$ cat config.mk
export PLATFORM = sky130hd
export DESIGN_NAME = serial_add_ctrl
export DESIGN_NICKNAME = d
export VERILOG_FILES = /design/src/rtl/serial_add_ctrl.sv
export SDC_FILE = /design/constraint.sdc
export NUM_CORES = 1
export LEC_CHECK = 0
export BUFFER_PORTS_ARGS = -buffer_cell sky130_fd_sc_hd__buf_4
export CAP_MARGIN = 20
export CORE_ASPECT_RATIO = 0.5
export CORE_UTILIZATION = 45
export CTS_BUF_LIST = sky130_fd_sc_hd__clkbuf_16
export CTS_CLUSTER_SIZE = 30
export DETAILED_ROUTE_END_ITERATION = 6
export PLACE_DENSITY_LB_ADDON = 0.05
export SYNTH_ARGS = -nofsm -noshare
export SYNTH_HDL_FRONTEND = slang
export SYNTH_SLANG_ARGS = --single-unit
$ cat constraint.sdc
create_clock -name clk -period 1.5 [get_ports clk]
set_input_delay 0 -clock clk [delete_from_list [all_inputs] [get_ports clk]]
set_output_delay 0 -clock clk [all_outputs]
set_load 0.01 [all_outputs]
$ cat src/rtl/serial_add_ctrl.sv
// Nibble-serial adder sequencer: drives one shared 4-bit adder slice, LSB nibble first,
// chaining the slice carry through a register and returning sum/cout/ovf over valid/ready.
module serial_add_ctrl #(
    parameter int unsigned WIDTH = 16
) (
    input  logic             clk,
    input  logic             reset_n,
    input  logic             in_valid,
    output logic             in_ready,
    input  logic [WIDTH-1:0] a,
    input  logic [WIDTH-1:0] b,
    input  logic             cin,
    output logic [3:0]       slice_a,
    output logic [3:0]       slice_b,
    output logic             slice_cin,
    input  logic [3:0]       slice_sum,
    input  logic             slice_cout,
    output logic             out_valid,
    input  logic             out_ready,
    output logic [WIDTH-1:0] sum,
    output logic             cout,
    output logic             ovf,
    output logic             busy
);

    localparam int unsigned NSLICE = WIDTH / 4;
    localparam int unsigned CNT_W  = (NSLICE > 1) ? $clog2(NSLICE) : 1;
    localparam logic [CNT_W-1:0] CNT_LAST = CNT_W'(NSLICE - 1);

    typedef enum logic [1:0] {
        IDLE = 2'd0,
        RUN  = 2'd1,
        DONE = 2'd2
    } state_t;

    state_t           state_q, state_d;
    logic [WIDTH-1:0] a_sh_q, a_sh_d;
    logic [WIDTH-1:0] b_sh_q, b_sh_d;
    logic [WIDTH-1:0] sum_sh_q, sum_sh_d;
    logic             carry_q, carry_d;
    logic [CNT_W-1:0] cnt_q, cnt_d;
    logic             a_msb_q, a_msb_d;
    logic             b_msb_q, b_msb_d;
    logic [WIDTH-1:0] sum_q, sum_d;
    logic             cout_q, cout_d;
    logic             ovf_q, ovf_d;

    logic [WIDTH-1:0] sum_next;

    // New nibble enters at the top, so after NSLICE shifts the LSB nibble sits at [3:0].
    assign sum_next = {slice_sum, sum_sh_q[WIDTH-1:4]};

    always_ff @(posedge clk or negedge reset_n) begin
        if (!reset_n) begin
            state_q  <= IDLE;
            a_sh_q   <= '0;
            b_sh_q   <= '0;
            sum_sh_q <= '0;
            carry_q  <= 1'b0;
            cnt_q    <= '0;
            a_msb_q  <= 1'b0;
            b_msb_q  <= 1'b0;
            sum_q    <= '0;
            cout_q   <= 1'b0;
            ovf_q    <= 1'b0;
        end else begin
            state_q  <= state_d;
            a_sh_q   <= a_sh_d;
            b_sh_q   <= b_sh_d;
            sum_sh_q <= sum_sh_d;
            carry_q  <= carry_d;
            cnt_q    <= cnt_d;
            a_msb_q  <= a_msb_d;
            b_msb_q  <= b_msb_d;
            sum_q    <= sum_d;
            cout_q   <= cout_d;
            ovf_q    <= ovf_d;
        end
    end

    always_comb begin
        state_d  = state_q;
        a_sh_d   = a_sh_q;
        b_sh_d   = b_sh_q;
        sum_sh_d = sum_sh_q;
        carry_d  = carry_q;
        cnt_d    = cnt_q;
        a_msb_d  = a_msb_q;
        b_msb_d  = b_msb_q;
        sum_d    = sum_q;
        cout_d   = cout_q;
        ovf_d    = ovf_q;

        unique case (state_q)
            IDLE: begin
                if (in_valid) begin
                    a_sh_d   = a;
                    b_sh_d   = b;
                    sum_sh_d = '0;
                    carry_d  = cin;
                    cnt_d    = '0;
                    a_msb_d  = a[WIDTH-1];
                    b_msb_d  = b[WIDTH-1];
                    state_d  = RUN;
                end
            end
            RUN: begin
                sum_sh_d = sum_next;
                a_sh_d   = {4'b0000, a_sh_q[WIDTH-1:4]};
                b_sh_d   = {4'b0000, b_sh_q[WIDTH-1:4]};
                carry_d  = slice_cout;
                cnt_d    = cnt_q + 1'b1;
                if (cnt_q == CNT_LAST) begin
                    cnt_d   = '0;
                    sum_d   = sum_next;
                    cout_d  = slice_cout;
                    ovf_d   = (a_msb_q == b_msb_q) && (slice_sum[3] != a_msb_q);
                    state_d = DONE;
                end
            end
            DONE: begin
                if (out_ready) begin
                    state_d = IDLE;
                end
            end
            default: begin
                state_d = IDLE;
            end
        endcase
    end

    always_comb begin
        slice_a   = '0;
        slice_b   = '0;
        slice_cin = 1'b0;
        if (state_q == RUN) begin
            slice_a   = a_sh_q[3:0];
            slice_b   = b_sh_q[3:0];
            slice_cin = carry_q;
        end
    end

    // Gated with reset_n so in_ready is low for the whole time reset is held.
    assign in_ready  = (state_q == IDLE) && reset_n;
    assign out_valid = (state_q == DONE);
    assign busy      = (state_q == RUN) || (state_q == DONE);
    assign sum       = sum_q;
    assign cout      = cout_q;
    assign ovf       = ovf_q;

endmodule

# Word-level counts from Yosys, hierarchy flattened
# Index checks and enable logic that the tools add are counted.
[totals] regBits=73 input_bits=42 elab_cells=47
[classes] add_sub_neg=1 n_eq_ne=8 muxes=18 reduce_logical=9
[op_table] op="one-hot mux 16 bit (2 select lines)" n=3
[op_table] op="2-to-1 mux 16 bit" n=3
[op_table] op="2-to-1 mux 2 bit" n=5
[op_table] op="2-to-1 mux 4 bit" n=2
[op_table] op="one-hot mux 2 bit (3 select lines)" n=1
[op_table] op="AND reduction 2 bit" n=3
[op_table] op="equality test 2 bit, second input constant" n=2
[op_table] op="inequality test 2 bit, second input constant" n=2
[op_table] op="one-hot mux 2 bit (2 select lines)" n=1
[op_table] op="AND reduction 3 bit" n=1
[op_table] op="adder 2 x 1 -> 2 bit, second input constant" n=1
[op_table] op="equality test 2 x 1 -> 1 bit, second input constant" n=1
[op_table] op="logical AND 1 bit" n=2
[op_table] op="zero test 2 bit" n=1
[op_table] op="2-to-1 mux 1 bit" n=2
[op_table] op="inequality test 2 x 1 -> 1 bit, second input constant" n=1
[op_table] op="one-hot mux 1 bit (2 select lines)" n=1
[op_table] op="nonzero test 2 bit" n=1
[op_table] op="equality test 1 bit" n=1
[op_table] op="logical OR 1 bit" n=1
[op_table] op="inequality test 1 bit" n=1

# Depth between registers and ports, before layout
[logic_depth] word_depth=3 mapped_depth=7 depth_no_buf=5

# Worst setup path before layout
# Ideal clock, no wire load.
[synth_path] path_kind="register to register" from="reg state_q[0]" to="reg state_q[0]" setup_ps=125 arrival_ps=1503 required_time_ps=1375 slack_ps=-128 stages_incl_launch_ff=7 n_path_buf=1 synth_period_minus_slack_ps=1628 cell_sequence="dfrtp_1 > inv_1 > ha_1 > nor2b_4 > buf_6 > a221oi_2 > mux2_2"
[synth_between] word_cells_on_any_way=8 classes_between="5 x eq/ne; 1 x mux; 2 x reduce/logical"
[synth_lines] element="from (decl)" line="36" rtl="state_t state_q, state_d;"
[synth_lines] element="from (signal assigned)" line="67" rtl="state_q <= state_d;"
[synth_lines] element="equality test 2 bit, or another cell as far along" line="94" rtl="unique case (state_q)"
[synth_lines] element="one-hot mux 2 bit (3 select lines) (*)" line="94"
[synth_lines] element="net state_d[0]" line="36"
# Mark *: on every way through the listed nets, which the timed path passes. The rest lies on a longest branch.
# A chain may end at the register's enable or synchronous reset.

# Worst setup path after layout
[layout_path] from="reg state_q[0]" to="reg a_sh_q[10]"
[layout_between] elab_chain_len=3 word_cells_on_any_way=6 classes_between="2 x eq/ne; 1 x mux; 3 x reduce/logical"
[layout_lines] element="equality test 2 x 1 -> 1 bit / zero test 2 bit (equally long branches)" line="94"
[layout_lines] element="nonzero test 2 bit (no line) / inequality test 2 bit (equally long branches)"
[layout_lines] element="AND reduction 2 bit (no line)"
[layout_lines] element="to (signal assigned)" line="68" rtl="a_sh_q <= a_sh_d;"
[layout_lines] element="to (decl)" line="37" rtl="logic [WIDTH-1:0] a_sh_q, a_sh_d;"
# Several ways; a longest one is shown, not always the timed one.

==> results.cfg <==
[cts]
cts-root-buf = clkbuf_16
htree_levels = 3
cts_tree = built
cts_sinks = 69
clkTransAtPathRegs_ns = 0.05
clockBufferDepth = 2
clk_latency_ns = 0.32
cts_inserted_buffers = 9

[logic_synthesis]
syn_avg_cell_area_um2 = 11.86
yosysUniqueCellTypes = 23
synth_area_um2 = 3059
ys_ff_latch = 69
syn-num-nets = 305
syn_inst = 258
seq_area_frac_synth = 0.5644
ys.warnings.count = 0

[pwr]
seq_power_share = 0.331
power_leakage_nw = 2.252
switchingPower_mw = 3.233
clkPwrFrac = 0.186
power_density_nw_per_um2 = 2053
total_power_mw = 9.602
internal_power_mw = 6.369
pwr-share-comb = 0.483
swShare = 0.3367
vdd_drop_max_mv = 1.219

[worst_setup_path]
path_max_fanout = 12
arrival_ns = 1.75
cp-end-kind = flop
rr_endpoint = a_sh_q[10]
reg2reg_from = state_q[0]
r2r_cells = 7
cp.depth = 7
crit_path_max_incr_delay_ns = 0.44
start_kind = flop
crit_type = reg -> reg
cp_slowest_cell = dfrtp_2
worst-path-buf-inv = 3
ff2ff_setup_slack_ns = -0.003
setup.worst_path.start = state_q[0]
path_cells = inv_2, ha_4, mux2i_4, buf_12, clkbuf_16, nand2_1, o21ai_1
cp-endpoint = a_sh_q[10]
crit_family = flip-flops
crit_required_ns = 1.75

[layout]
fin_util = 0.7417
drive_gt1_frac = 0.3903
syn2layout_area_growth_pct = 52.88
n_fill_cell = 456
multi_input_area_um2 = 1309
diodes = 0
register_area_um2 = 1728
layout.nets = 435

[placed_design]
gp_congestion = 0.7593
port_buffers = 71
dpl.hpwl_um = 4158

[floorplan]
die_area_um2 = 7152
die_w_um = 118.6
num_io_pins = 72
core_area_um2 = 6306
rows = 20
dieHeight_um = 60.30
start_util = 0.4851

[status]
violations = setup timing
status = finished with violations

[drt]
vias = 2385
drtPass1Iterations = 4
post_drt_wl_per_cell_um = 15.00
drtIter0Drc = 120
via_per_inst = 4.969
drtAntennaViolNets = 0
routed_wl_um = 7202
drcViolationCount = 0

[sta]
worst_pin_slew_ns = 0.4058
fin_crit_ns = 1.503
drv_slew = 0
finalSetupViolations = 1
hold_viol = 0
fmax_mhz = 665.3
setup_ws_ns = -0.003000
rsz0062_at_grt = yes
fin_worst_skew_ns = 0.005920
slew_headroom = 0.7295
fin_crit_sh = 1.002

[run]
max_cap_violations = 0

[global_route]
grt.busiest_layer = met2
grt_use_total = 0.2128
grt_use_met2 = 0.3676
grt_max_degree = 31
use_met3 = 0.06870
antenna_found_initial = 0
use_met1 = 0.2625
grt_first_pass_wirelength_um = 11410
grt_pass1_vias = 2393
overflow = 0

[worst_hold_path]
hp-start = b[14]
min_path_type = in -> reg
cell type report:
type,instances,share of cell area
sequential,69,0.3694
multi-input combinational,169,0.2798
timing repair buffer,135,0.2707
clock buffer,9,0.04815
tap,88,0.02354
clock inverter,6,0.005083
inverter,4,0.003210
per-layer routing:
| metal | wire (µm) | up-vias |
|---|---|---|
| met5 | 0 | - |
| met4 | 19 | 0 |
| met3 | 266 | 2 |
| met2 | 3559 | 49 |
| met1 | 3357 | 1174 |
| li1 | - | 1160 |
cells in the mapped netlist:
master     n  area [µm²]
o21ai_0   34       170.2
and3b_1    1       8.760
clkbuf_1   2       7.510
nand2_1   34       127.6
a22o_1    14       122.6
clkbuf_2   2       10.01
a21oi_1    9       45.04
inv_1      3       11.26
inv_2      1       3.750
mux2i_1   25       250.2
ha_1       5       62.56
buf_2      8       40.04
nor2b_1    8       50.05
nor2b_4    2       27.53
and2_1    11       68.82
mux2i_4    1       22.52
a221oi_2   1       15.01
buf_4      3       22.52
mux2_2    21       236.5
nor2_1     2       7.510
dfrtp_1   69        1727
nand2_4    1       11.26
buf_6      1       11.26
worst register-to-register path, stage by stage (launching register included):
cell	delay, ns
dfrtp_2	0.44
inv_2	0.09
ha_4	0.17
mux2i_4	0.25
buf_12	0.17
clkbuf_16	0.17
nand2_1	0.05
o21ai_1	0.07
worst min-delay path by stage:
stage / to / slack (ns) / cells past startpoint
2_1_floorplan: a_msb_q / -0.30 / 0
3_3_place_gp: sum[4] / -0.13 / 1
3_5_place_dp: sum[4] / -0.13 / 1
4_1_cts: b_sh_q[14] / 0.002 / 3
5_1_grt: b_sh_q[14] / 0.03 / 3
6_report: b_sh_q[14] / 0.003 / 3
sequential cells by signal (all words and copies together) (netlist names):
name	flops
a_msb_q	1
carry_q	1
ovf	1
cout	1
a_sh_q	16
state_q	2
sum	16
sum_sh_q	12
b_msb_q	1
b_sh_q	16
cnt_q	2
power by group through the flow:
stage          registers (mW)  clock network, mW  logic, mW
2_1_floorplan            3.11                  0       2.26
3_3_place_gp             3.12                  0       3.32
3_5_place_dp             3.16                  0       3.43
4_1_cts                  3.15               1.83       4.08
5_1_grt                  3.28               1.92       5.03
6_report                 3.18               1.78       4.64
kinds of logic after synthesis:
family | share of synthesized area
AO/OA/AOI/OAI | 0.1153
adder cells (fa/ha/maj) | 0.02045
buffers and inverters | 0.03476
flip-flops | 0.5644
multiplexers | 0.1665
AND/OR/NAND/NOR | 0.09857
timing repair:
action / 4_1_cts / 5_1_grt
buffers inserted: 7 / 7
resized for setup: 9 / 48
pin swaps: 2 / 13
gates cloned: 2 / 3
hold buffers: 38 / 0
endpoints found under the hold margin: 111 / 0
endpoints found under the setup margin: 40 / 52
cells in the final DEF, fill, tap and decap left out, types with 2 or more instances in the layout:
master | Yosys | routed
inv_2 | 1 | 3
a22o_1 | 14 | 14
and2_1 | 11 | 7
nor2_1 | 2 | 2
mux2i_1 | 25 | 25
o21ai_1 | 0 | 21
ha_1 | 5 | 2
inv_1 | 3 | 3
nand2_2 | 0 | 5
and2_4 | 0 | 3
dlygate4sd3_1 | 0 | 38
dfrtp_1 | 69 | 68
buf_12 | 0 | 7
nor2b_1 | 8 | 8
ha_4 | 0 | 2
a21oi_1 | 9 | 9
o21ai_0 | 34 | 10
clkbuf_16 | 0 | 11
o21ai_2 | 0 | 3
mux2_2 | 21 | 20
clkinv_1 | 0 | 3
nand2_1 | 34 | 28
nand2_4 | 1 | 2
buf_4 | 3 | 83
buf_6 | 1 | 4
nor2b_4 | 2 | 2
through the flow:
stage / instances / area, µm² / hold WS [ns] / worst slack [ns] / TNS (ns)
final: 480 / 4677 / 0.002755 / -0.003000 / -0.003000
after global routing: 480 / 4677 / 0.02895 / -0.07006 / -2.373
after CTS: 474 / 4526 / 0.002080 / -0.02097 / -0.05307
after detailed placement: 412 / 3746 / -0.1332 / -0.01224 / -0.07721
after global placement: 412 / 3746 / -0.1344 / 0.03611 / 0
after floorplan: 258 / 3074 / -0.2956 / -0.03180 / -0.06359
(Power assumes the default switching activity.)
